==> src/rtl/processor_core.sv <==
// processor_core: single-cycle 8-bit accumulator CPU with R0-R7, a 256x8 RAM, an 8-deep
// return/data stack and one I/O port. The instruction word comes from an external ROM indexed by PC.
module processor_core #(
  parameter int DATA_WIDTH = 8,
  parameter int PC_WIDTH   = 6
) (
  input  logic                  CLK,
  input  logic                  RESET,
  input  logic [15:0]           INSTR,
  output logic [PC_WIDTH-1:0]   PC,
  input  logic [DATA_WIDTH-1:0] PORTA_IN,
  output logic [DATA_WIDTH-1:0] PORTA_OUT,
  output logic [DATA_WIDTH-1:0] ACC,
  output logic                  ZF
);

  localparam int NUM_REGS    = 8;
  localparam int STACK_DEPTH = 8;
  localparam int RAM_DEPTH   = 1 << DATA_WIDTH;

  localparam logic [4:0] OP_NOP  = 5'b00000;
  localparam logic [4:0] OP_LDI  = 5'b00001;
  localparam logic [4:0] OP_LD   = 5'b00010;
  localparam logic [4:0] OP_ST   = 5'b00011;
  localparam logic [4:0] OP_ADD  = 5'b00100;
  localparam logic [4:0] OP_SUB  = 5'b00101;
  localparam logic [4:0] OP_AND  = 5'b00110;
  localparam logic [4:0] OP_OR   = 5'b00111;
  localparam logic [4:0] OP_XOR  = 5'b01000;
  localparam logic [4:0] OP_NOT  = 5'b01001;
  localparam logic [4:0] OP_SHL  = 5'b01010;
  localparam logic [4:0] OP_SHR  = 5'b01011;
  localparam logic [4:0] OP_LDM  = 5'b01100;
  localparam logic [4:0] OP_STM  = 5'b01101;
  localparam logic [4:0] OP_JMP  = 5'b01110;
  localparam logic [4:0] OP_JZ   = 5'b01111;
  localparam logic [4:0] OP_JNZ  = 5'b10000;
  localparam logic [4:0] OP_CALL = 5'b10001;
  localparam logic [4:0] OP_RET  = 5'b10010;
  localparam logic [4:0] OP_PUSH = 5'b10011;
  localparam logic [4:0] OP_POP  = 5'b10100;
  localparam logic [4:0] OP_IN   = 5'b10101;
  localparam logic [4:0] OP_OUT  = 5'b10110;
  localparam logic [4:0] OP_RST  = 5'b10111;
  localparam logic [4:0] OP_INC  = 5'b11000;
  localparam logic [4:0] OP_DEC  = 5'b11001;

  logic [4:0]            opcode;
  logic [2:0]            reg_idx;
  logic [7:0]            imm;
  logic [PC_WIDTH-1:0]   jump_target;

  logic [DATA_WIDTH-1:0] acc_q, acc_d;
  logic                  zf_q, zf_d;
  logic [PC_WIDTH-1:0]   pc_q, pc_d, pc_inc;
  logic [3:0]            sp_q, sp_d;
  logic [DATA_WIDTH-1:0] porta_q, porta_d;
  logic [DATA_WIDTH-1:0] regs_q  [NUM_REGS];
  logic [DATA_WIDTH-1:0] regs_d  [NUM_REGS];
  logic [DATA_WIDTH-1:0] stack_q [STACK_DEPTH];
  logic [DATA_WIDTH-1:0] stack_d [STACK_DEPTH];
  logic [DATA_WIDTH-1:0] ram_q   [RAM_DEPTH];

  logic [NUM_REGS-1:0]   reg_we;
  logic [DATA_WIDTH-1:0] rn;
  logic [DATA_WIDTH-1:0] ram_rdata;
  logic                  stack_full, stack_empty;
  logic [2:0]            top_idx;
  logic [DATA_WIDTH-1:0] stack_top;
  logic                  push_en, pop_en, push_ok;
  logic [DATA_WIDTH-1:0] push_data;
  logic                  acc_wr, ram_we, clr_all;

  assign opcode      = INSTR[15:11];
  assign reg_idx     = INSTR[10:8];
  assign imm         = INSTR[7:0];
  assign jump_target = imm[PC_WIDTH-1:0];

  assign rn          = regs_q[reg_idx];
  assign ram_rdata   = ram_q[rn];
  assign pc_inc      = pc_q + PC_WIDTH'(1);
  assign clr_all     = (opcode == OP_RST);

  // An empty stack reads as zero; at SP=8 the 3-bit index wraps to 0 and top_idx lands on entry 7.
  assign stack_full  = (sp_q == 4'd8);
  assign stack_empty = (sp_q == 4'd0);
  assign top_idx     = sp_q[2:0] - 3'd1;
  assign stack_top   = stack_empty ? '0 : stack_q[top_idx];
  assign push_ok     = push_en && !stack_full;

  always_comb begin
    acc_d     = acc_q;
    acc_wr    = 1'b0;
    porta_d   = porta_q;
    pc_d      = pc_inc;
    sp_d      = sp_q;
    ram_we    = 1'b0;
    push_en   = 1'b0;
    pop_en    = 1'b0;
    push_data = acc_q;
    case (opcode)
      OP_LDI:  begin acc_d = DATA_WIDTH'(imm);                  acc_wr = 1'b1; end
      OP_LD:   begin acc_d = rn;                                acc_wr = 1'b1; end
      OP_ADD:  begin acc_d = acc_q + rn;                        acc_wr = 1'b1; end
      OP_SUB:  begin acc_d = acc_q - rn;                        acc_wr = 1'b1; end
      OP_AND:  begin acc_d = acc_q & rn;                        acc_wr = 1'b1; end
      OP_OR:   begin acc_d = acc_q | rn;                        acc_wr = 1'b1; end
      OP_XOR:  begin acc_d = acc_q ^ rn;                        acc_wr = 1'b1; end
      OP_NOT:  begin acc_d = ~acc_q;                            acc_wr = 1'b1; end
      OP_SHL:  begin acc_d = {acc_q[DATA_WIDTH-2:0], 1'b0};     acc_wr = 1'b1; end
      OP_SHR:  begin acc_d = {1'b0, acc_q[DATA_WIDTH-1:1]};     acc_wr = 1'b1; end
      OP_INC:  begin acc_d = acc_q + DATA_WIDTH'(1);            acc_wr = 1'b1; end
      OP_DEC:  begin acc_d = acc_q - DATA_WIDTH'(1);            acc_wr = 1'b1; end
      OP_LDM:  begin acc_d = ram_rdata;                         acc_wr = 1'b1; end
      OP_IN:   begin acc_d = PORTA_IN;                          acc_wr = 1'b1; end
      OP_STM:  ram_we  = 1'b1;
      OP_OUT:  porta_d = acc_q;
      OP_JMP:  pc_d = jump_target;
      OP_JZ:   if (zf_q)  pc_d = jump_target;
      OP_JNZ:  if (!zf_q) pc_d = jump_target;
      OP_CALL: begin
        pc_d      = jump_target;
        push_en   = 1'b1;
        push_data = DATA_WIDTH'(pc_inc);
      end
      OP_RET:  begin pc_d = stack_top[PC_WIDTH-1:0]; pop_en = 1'b1; end
      OP_PUSH: push_en = 1'b1;
      OP_POP:  begin acc_d = stack_top; acc_wr = 1'b1; pop_en = 1'b1; end
      OP_RST:  begin
        acc_d   = '0;
        porta_d = '0;
        pc_d    = '0;
      end
      default: ;
    endcase

    if (push_ok)
      sp_d = sp_q + 4'd1;
    else if (pop_en && !stack_empty)
      sp_d = sp_q - 4'd1;
    if (clr_all)
      sp_d = 4'd0;

    zf_d = acc_wr ? (acc_d == '0) : zf_q;
    if (clr_all)
      zf_d = 1'b0;
  end

  // ST is the only writer of R0-R7: one-hot enable per register from the index field.
  generate
    for (genvar gi = 0; gi < NUM_REGS; gi++) begin : g_regs
      assign reg_we[gi] = (opcode == OP_ST) && (reg_idx == 3'(gi));
      assign regs_d[gi] = clr_all ? '0 : (reg_we[gi] ? acc_q : regs_q[gi]);
    end
    for (genvar gi = 0; gi < STACK_DEPTH; gi++) begin : g_stack
      assign stack_d[gi] = clr_all ? '0 :
                           ((push_ok && (sp_q[2:0] == 3'(gi))) ? push_data : stack_q[gi]);
    end
  endgenerate

  always_ff @(posedge CLK or posedge RESET) begin
    if (RESET) begin
      acc_q   <= '0;
      zf_q    <= 1'b0;
      pc_q    <= '0;
      sp_q    <= 4'd0;
      porta_q <= '0;
      for (int i = 0; i < NUM_REGS; i++)    regs_q[i]  <= '0;
      for (int i = 0; i < STACK_DEPTH; i++) stack_q[i] <= '0;
    end else begin
      acc_q   <= acc_d;
      zf_q    <= zf_d;
      pc_q    <= pc_d;
      sp_q    <= sp_d;
      porta_q <= porta_d;
      for (int i = 0; i < NUM_REGS; i++)    regs_q[i]  <= regs_d[i];
      for (int i = 0; i < STACK_DEPTH; i++) stack_q[i] <= stack_d[i];
    end
  end

  // RAM keeps its contents across reset, but a write pending when RESET rises must be dropped.
  always_ff @(posedge CLK or posedge RESET) begin
    if (RESET) begin
    end else if (ram_we) begin
      ram_q[rn] <= acc_q;
    end
  end

  assign PC        = pc_q;
  assign ACC       = acc_q;
  assign ZF        = zf_q;
  assign PORTA_OUT = porta_q;

endmodule

==> config.mk <==
export PLATFORM = sky130hd
export DESIGN_NAME = processor_core
export DESIGN_NICKNAME = d
export VERILOG_FILES = /design/src/rtl/processor_core.sv
export SDC_FILE = /design/constraint.sdc
export NUM_CORES = 2
export LEC_CHECK = 0
export CAP_MARGIN = 20
export CORE_MARGIN = 2
export CORE_UTILIZATION = 46
export CTS_BUF_LIST = sky130_fd_sc_hd__clkbuf_8
export CTS_CLUSTER_SIZE = 10
export DETAILED_ROUTE_END_ITERATION = 7
export SLEW_MARGIN = 10
export SYNTH_ARGS = -nofsm -noshare
export SYNTH_HDL_FRONTEND = slang
export SYNTH_SLANG_ARGS = --single-unit
==> constraint.sdc <==
create_clock -name CLK -period 8.3 [get_ports CLK]
set_input_delay 1.66 -clock CLK [delete_from_list [all_inputs] [get_ports CLK]]
set_output_delay 1.66 -clock CLK [all_outputs]
set_load 0.005 [all_outputs]
======== Word level (Yosys, flattened, before mapping) ========
Memory sizes are Yosys's and may differ from the RTL's.
Cells that the tools add are included.
storage, ports and cells
  register bits ........................... 155
  memory bits (writable) .................. 2048
  input port bits ......................... 26
  output and inout bits ................... 23
  word-level logic and storage cells ...... 183
  memories ................................ 1
cells by class
  $add $sub $neg .......................... 8
  magnitude comparators ................... 2
  eq/ne operators ......................... 40
  mux-type cells .......................... 56
  bitwise gates (word level) .............. 6
  reductions and logical operators ........ 49
memories
  name   words  bits a word  read ports  clocked after memory_dff  wr ports  RTL line  text
  ram_q  256    8            1           0                         1         62        logic [DATA_WIDTH-1:0] ram_q [RAM_DEPTH];
operators by type and width
  cell                                           count
  2-to-1 mux 8 bit                               38
  case mux 8 bit (16 select lines)               1
  == test 5 bit, second input constant           10
  binary-select mux 8 bit (select 3 bit)         2
  == test 5 x 4 -> 1 bit, second input constant  8
  nonzero test 2 bit                             18
  case mux 6 bit (5 select lines)                1
  == test 3 bit, second input constant           8
  == test 5 x 3 -> 1 bit, second input constant  4
  logical AND 1 bit                              19
  case mux 8 bit (2 select lines)                1
  OR reduction 15 bit                            1
  == test 3 x 2 -> 1 bit, second input constant  4
  2-to-1 mux 4 bit                               3
  2-to-1 mux 6 bit                               2
  == test 5 x 2 -> 1 bit, second input constant  2
  adder 8 x 1 -> 8 bit, second input constant    1
  adder 8 bit                                    1
  AND 8 bit                                      1
  >= comparator 4 bit, second input constant     2
  zero test 8 bit                                1
  2-to-1 mux 1 bit                               8
  NOT 3 -> 4 bit                                 2
  NOT 8 bit                                      1
  other kinds (16)                               22

======== Depth between registers and ports, before layout ========
  word-level depth ........................ 10
  depth in mapped cells ................... 30
  depth with buffers taken out ............ 21

======== Worst setup path after synthesis ========
No wires, ideal clock.
  path kind ............................... input port to flip-flop
  start ................................... input INSTR[9]
  end ..................................... register zf_q (netlist: ZF)
  library setup time ...................... 0.104 ns
  data arrival time ....................... 6.591 ns
  setup slack ............................. 1.605 ns
  stages .................................. 28
  path buffers ............................ 8
  cells stage by stage .................... buf_4 -> a2111oi_2 -> a211o_1 -> buf_6 -> buf_2 -> buf_2 -> buf_1 -> buf_2 -> buf_2 -> buf_2 -> ha_1 -> nand3_1 -> o21ai_0 -> a21o_1 -> inv_1 -> ha_1 -> nor2b_1 -> o21ai_0 -> a21oi_1 -> o21ai_0 -> a21oi_1 -> o21a_1 -> nor2_1 -> xnor2_1 -> xnor2_1 -> a211o_1 -> or3_1 -> o41ai_2
on the way
  longest elaborated chain between the ends .. 9
  elaborated cells between the ends (all ways) .. 14
  classes of those cells .................. 2 x add/sub; 6 x mux; 4 x bitwise; 1 x reduce/logical; 1 x memory
ends and longest elaborated chain
  what                                                    RTL line  text
  from (decl)                                             9         input logic [15:0] INSTR,
  NOT 3 -> 4 bit (implied by the code) *                  79        assign rn = regs_q[reg_idx];
  binary-select mux 8 bit (select 3 bit) *                79
  2-to-1 mux 8 bit (implied by the code) * (2 in series)  79
  memory (256 x 8 bit) (tied with other cells)            --
  case mux 8 bit (16 select lines) *                      101       case (opcode)
  zero test 8 bit *                                       144       zf_d = acc_wr ? (acc_d == '0) : zf_q;
  2-to-1 mux 1 bit *                                      144
  2-to-1 mux 1 bit *                                      145       if (clr_all)
  to (signal assigned)                                    172       zf_q <= zf_d;
  to (decl)                                               54        logic zf_q, zf_d;
Every way passes the cells marked *; elsewhere a longest branch is shown, timed or not. The select of a mux whose other input is x is not followed.
A chain may end at the register's enable or synchronous reset.

======== Worst setup path after layout ========
  start ................................... input INSTR[10]
  end ..................................... register zf_q (netlist: ZF)
Same word-level chain as after synthesis.

==> impl_metrics.csv <==
group,metric,value,unit
routing,drt-pass1-iter-count,8,
logic_synthesis,synth.net_count,6982,
cells_and_area,nets,7217,
pwr,sw_frac_of_total,0.2922,
die,die_width,449.1,um
die,vert_die_dim,449.1,um
die,rows,163,
place,numPortBuffers,48,
logic_synthesis,ys_top_cells_by_area,"sky130_fd_sc_hd__edfxtp_1, sky130_fd_sc_hd__nand2_1, sky130_fd_sc_hd__dfrtp_1",
setup_path,regToRegEndpoint,"ZF",
sta,timing.fmax,143.2,MHz
logic_synthesis,synthDominantCellAreaShare,0.6750,
pwr,total_leakage_power,35.48,nW
setup_path,worstPathArrival,7910,ps
sta,final.min_clock_period,6983,ps
logic_synthesis,synth-edff-count,2048,
global_routing,grt_pass1_wl,456.2,mm
logic_synthesis,synth-async-reset-ratio,0.07036,
setup_path,timing.critical_path.cells,"clkdlybuf4s50_1, buf_4, nand2b_1, o32ai_4, a211o_4, clkinv_16, buf_4, nand2_1, and3_1, a31oi_1, a2111oi_0, or4_1, a2111oi_0, and4_1, or3_1, o41ai_2",
pwr,power_frac_comb,0.151,
pwr,sequential_power_share,0.513,
routing,wire_per_inst,32.29,um
routing,vias_per_inst,6.290,
setup_path,critPathCaptureType,"flip-flop",
setup_path,path_class,"input pin to flip-flop",
global_routing,overflow_left_after_global_routing,0,
setup_path,startpoint_type_of_the_worst_setup_path,"input pin",
place,dp_slack,355.3,ps
logic_synthesis,cell_with_the_most_instances_after_synthesis,"sky130_fd_sc_hd__edfxtp_1",
setup_path,cp_slowest_cell,"sky130_fd_sc_hd__a2111oi_0",
outcome,status,"finished, violations left",
pwr,share_clk_of_total_power,0.335,
pwr,netSwitchingPower,0.007698,W
global_routing,grt_start_max_net_pins,146,
sta,tightestPinTransition,1268,ps
cts,worst_setup_hold_path_clk_slew,50,ps
sta,final-max-slew-violation-count,0,
die,die-area,0.2017,mm^2
die,core_area,0.1970,mm^2
cts,cts_resized,0,
sta,fin_ws,1317,ps
cts,clk_sink_count,2203,
sta,grt_setup_unrepaired,"false",
hold_path,hold_path_startpoint,"PORTA_OUT[6]",
cts,cts-buffers-inserted,377,
routing,routed-via-count,63430,
cts,worstSkewPairLatency,1080,ps
place,numPlacedInstances,9407,
setup_path,reg2regPathDepth,12,
sta,hold_slack,476.4,ps
pwr,power_per_cell_area,258.8,mW/mm^2
cells_and_area,area_delta_synth_final,11.73,%
logic_synthesis,synthesis.instances,6918,
setup_path,critPathLaunch,"INSTR[10]",
logic_synthesis,mean_post_synth_cell_area,13.17,um^2
global_routing,grt.met1_usage,0.4297,
place,place.detailed.hpwl,203.7,mm
place,gpl_congestion,0.9868,
sta,finalSetupViolations,0,
cts,cts_max_path_buffers,4,
hold_path,min_delay_path_depth,2,
logic_synthesis,yosys.cell_types.count,93,
sta,finalHoldViolations,0,
routing,drtAntennaViolNets,0,
cts,ctsHoldBuffers,0,
cells_and_area,fillers,16990,
routing,initialDrtViolationCount,10010,
outcome,violations,"DRC",
setup_path,cp_slowest_stage_delay,1130,ps
global_routing,grt_use_met2,0.4748,
logic_synthesis,synth_top_area_cell,"sky130_fd_sc_hd__edfxtp_1",
cts,cts-htree-levels,5,
pwr,power.total,0.02634,W
global_routing,most_used_routing_layer_in_global_routing,"met2",
setup_path,worstSetupEndpoint,"ZF",
job,timing.max_cap.violations,0,
setup_path,critical_path_peak_fanout,145,
sta,final.setup_skew,91.31,ps
global_routing,first_global_vias,59640,
sta,setup-tns-final,0,ps
cells_and_area,drive_gt1_frac,0.1134,
routing,drt-total-wl,325.6,mm
logic_synthesis,synth.cells.most_frequent,"sky130_fd_sc_hd__edfxtp_1, sky130_fd_sc_hd__nand2_1, sky130_fd_sc_hd__nand3_1, sky130_fd_sc_hd__a21oi_1, sky130_fd_sc_hd__nor2_1",
global_routing,overall_global_routing_resource_usage,0.3160,
setup_path,cp.required,9230,ps
hold_path,hold_path_class,"flip-flop to flip-flop",
logic_synthesis,synth_warnings,0,
die,start_util,0.4625,
sta,post-route-period-util,0.8413,
logic_synthesis,synth_area,0.09112,mm^2
routing,drc,2,
setup_path,timing.reg2reg.setup_slack,2410,ps
sta,max-slew-margin-rel,0.1326,
logic_synthesis,synth-main-ff-cell,"sky130_fd_sc_hd__edfxtp_1",
cts,clock_tree.root_cell,"sky130_fd_sc_hd__clkbuf_8",
pwr,power.internal,0.01865,W
logic_synthesis,yosysSeqAreaShare,0.7175,
logic_synthesis,ys_ff_latch,2203,
cts,cts_setup_buffers,0,
global_routing,use_met3,0.07668,
global_routing,initial_antenna_violation_count,20,
pwr,ir_worst_vdd,0.0003302,V
die,top_level_ports,49,
setup_path,rr_startpoint,"regs_q[56]",
cts,tritoncts,"done",
cells_and_area,instances_no_fill,10080,
metrics by stage:
step / util / cell area [um^2]
2_1_floorplan: - / 91120
3_3_place_gp: 0.4825 / 95050
3_5_place_dp: 0.4829 / 95140
4_1_cts: 0.5161 / 101700
5_1_grt: 0.5166 / 101800
6_report: 0.5168 / 101800
power groups by stage:
stage / Clock, W / Sequential [W] / Combinational [W]
after global routing: 0.00937 / 0.0135 / 0.00418
after global placement: 0 / 0.0137 / 0.00385
after floorplan: 0 / 0.0143 / 0.00164
after CTS: 0.00890 / 0.0135 / 0.00391
after detailed placement: 0 / 0.0137 / 0.00390
final: 0.00883 / 0.0135 / 0.00399
metal layers:
layer	wire, um	share of wire	up-vias
met5	31	0.000095	-
met4	18190	0.056	6
met3	38360	0.12	758
met2	145700	0.45	4096
met1	123400	0.38	32140
li1	-	-	26430
layout by cell type, fill, tap and decap left out, types with 14 or more instances in the layout:
master / Yosys / routed
sky130_fd_sc_hd__a2111oi_0: 24 / 20
sky130_fd_sc_hd__a211oi_1: 57 / 56
sky130_fd_sc_hd__a21oi_1: 448 / 448
sky130_fd_sc_hd__a221o_1: 20 / 20
sky130_fd_sc_hd__a221oi_1: 83 / 83
sky130_fd_sc_hd__a22o_1: 14 / 14
sky130_fd_sc_hd__a22oi_1: 92 / 92
sky130_fd_sc_hd__a311oi_1: 41 / 41
sky130_fd_sc_hd__a31oi_1: 78 / 78
sky130_fd_sc_hd__a32oi_1: 16 / 16
sky130_fd_sc_hd__and3_1: 103 / 103
sky130_fd_sc_hd__buf_12: 1 / 27
sky130_fd_sc_hd__buf_4: 69 / 254
sky130_fd_sc_hd__clkbuf_8: 0 / 393
sky130_fd_sc_hd__clkdlybuf4s50_1: 0 / 47
sky130_fd_sc_hd__clkinv_1: 2 / 81
sky130_fd_sc_hd__clkinv_2: 0 / 24
sky130_fd_sc_hd__dfrtp_1: 155 / 147
sky130_fd_sc_hd__diode_2: 0 / 20
sky130_fd_sc_hd__edfxtp_1: 2048 / 2048
sky130_fd_sc_hd__ha_1: 36 / 36
sky130_fd_sc_hd__inv_1: 21 / 158
sky130_fd_sc_hd__mux2i_1: 185 / 183
sky130_fd_sc_hd__mux4_2: 58 / 58
sky130_fd_sc_hd__nand2_1: 1485 / 1484
sky130_fd_sc_hd__nand3_1: 485 / 484
sky130_fd_sc_hd__nand4_1: 36 / 36
sky130_fd_sc_hd__nor2_1: 442 / 434
sky130_fd_sc_hd__nor3_1: 51 / 51
sky130_fd_sc_hd__nor4_1: 43 / 41
sky130_fd_sc_hd__o21ai_0: 136 / 136
sky130_fd_sc_hd__o22ai_1: 40 / 40
sky130_fd_sc_hd__o31ai_1: 20 / 20
worst max-delay path, delay by kind of cell:
family | cells | cell delay (ps)
buffers and inverters | 4 | 1730
AO/OA/AOI/OAI | 6 | 2150
AND/OR/NAND/NOR | 6 | 1900
worst min path at each step:
stage                         endpoint  slack [ps]
final                     PORTA_OUT[6]         480
after global routing      PORTA_OUT[6]         510
after CTS                 PORTA_OUT[4]         480
after detailed placement   stack_q[28]         470
after global placement     stack_q[56]         460
after floorplan            stack_q[24]         440
kinds of logic (layout without fill, tap and decap cells):
group	count (synthesis)	count (layout)	synth area share
XOR/XNOR	17	17	0.001634
other	0	20	0
buffers and inverters	515	1021	0.02869
adder cells (fa/ha/maj)	38	38	0.005383
flip-flops	2203	2203	0.7175
AO/OA/AOI/OAI	1172	1172	0.08382
AND/OR/NAND/NOR	2724	2724	0.1274
multiplexers	249	249	0.03557
flip-flops by register name, summed over array words and instances, names as in the netlist:
signal,count
stack_q,64
sp_q,4
PC,6
PORTA_OUT,8
ram_q,2048
regs_q,64
ACC,8
ZF,1
cell type report:
| type | instances | area (um^2) | area share |
|---|---|---|---|
| inverters | 29 | 160.2 | 0.001573 |
| flip-flops and latches | 2203 | 65410 | 0.6425 |
| clock inverters | 257 | 1126 | 0.01106 |
| repair buffers | 342 | 3074 | 0.03020 |
| clock buffers | 393 | 5409 | 0.05313 |
| multi-input cells | 4200 | 23280 | 0.2286 |
| well taps | 2640 | 3303 | 0.03245 |
| diodes | 20 | 50.05 | 0.0004916 |
Power figures use the tool's default switching activity.
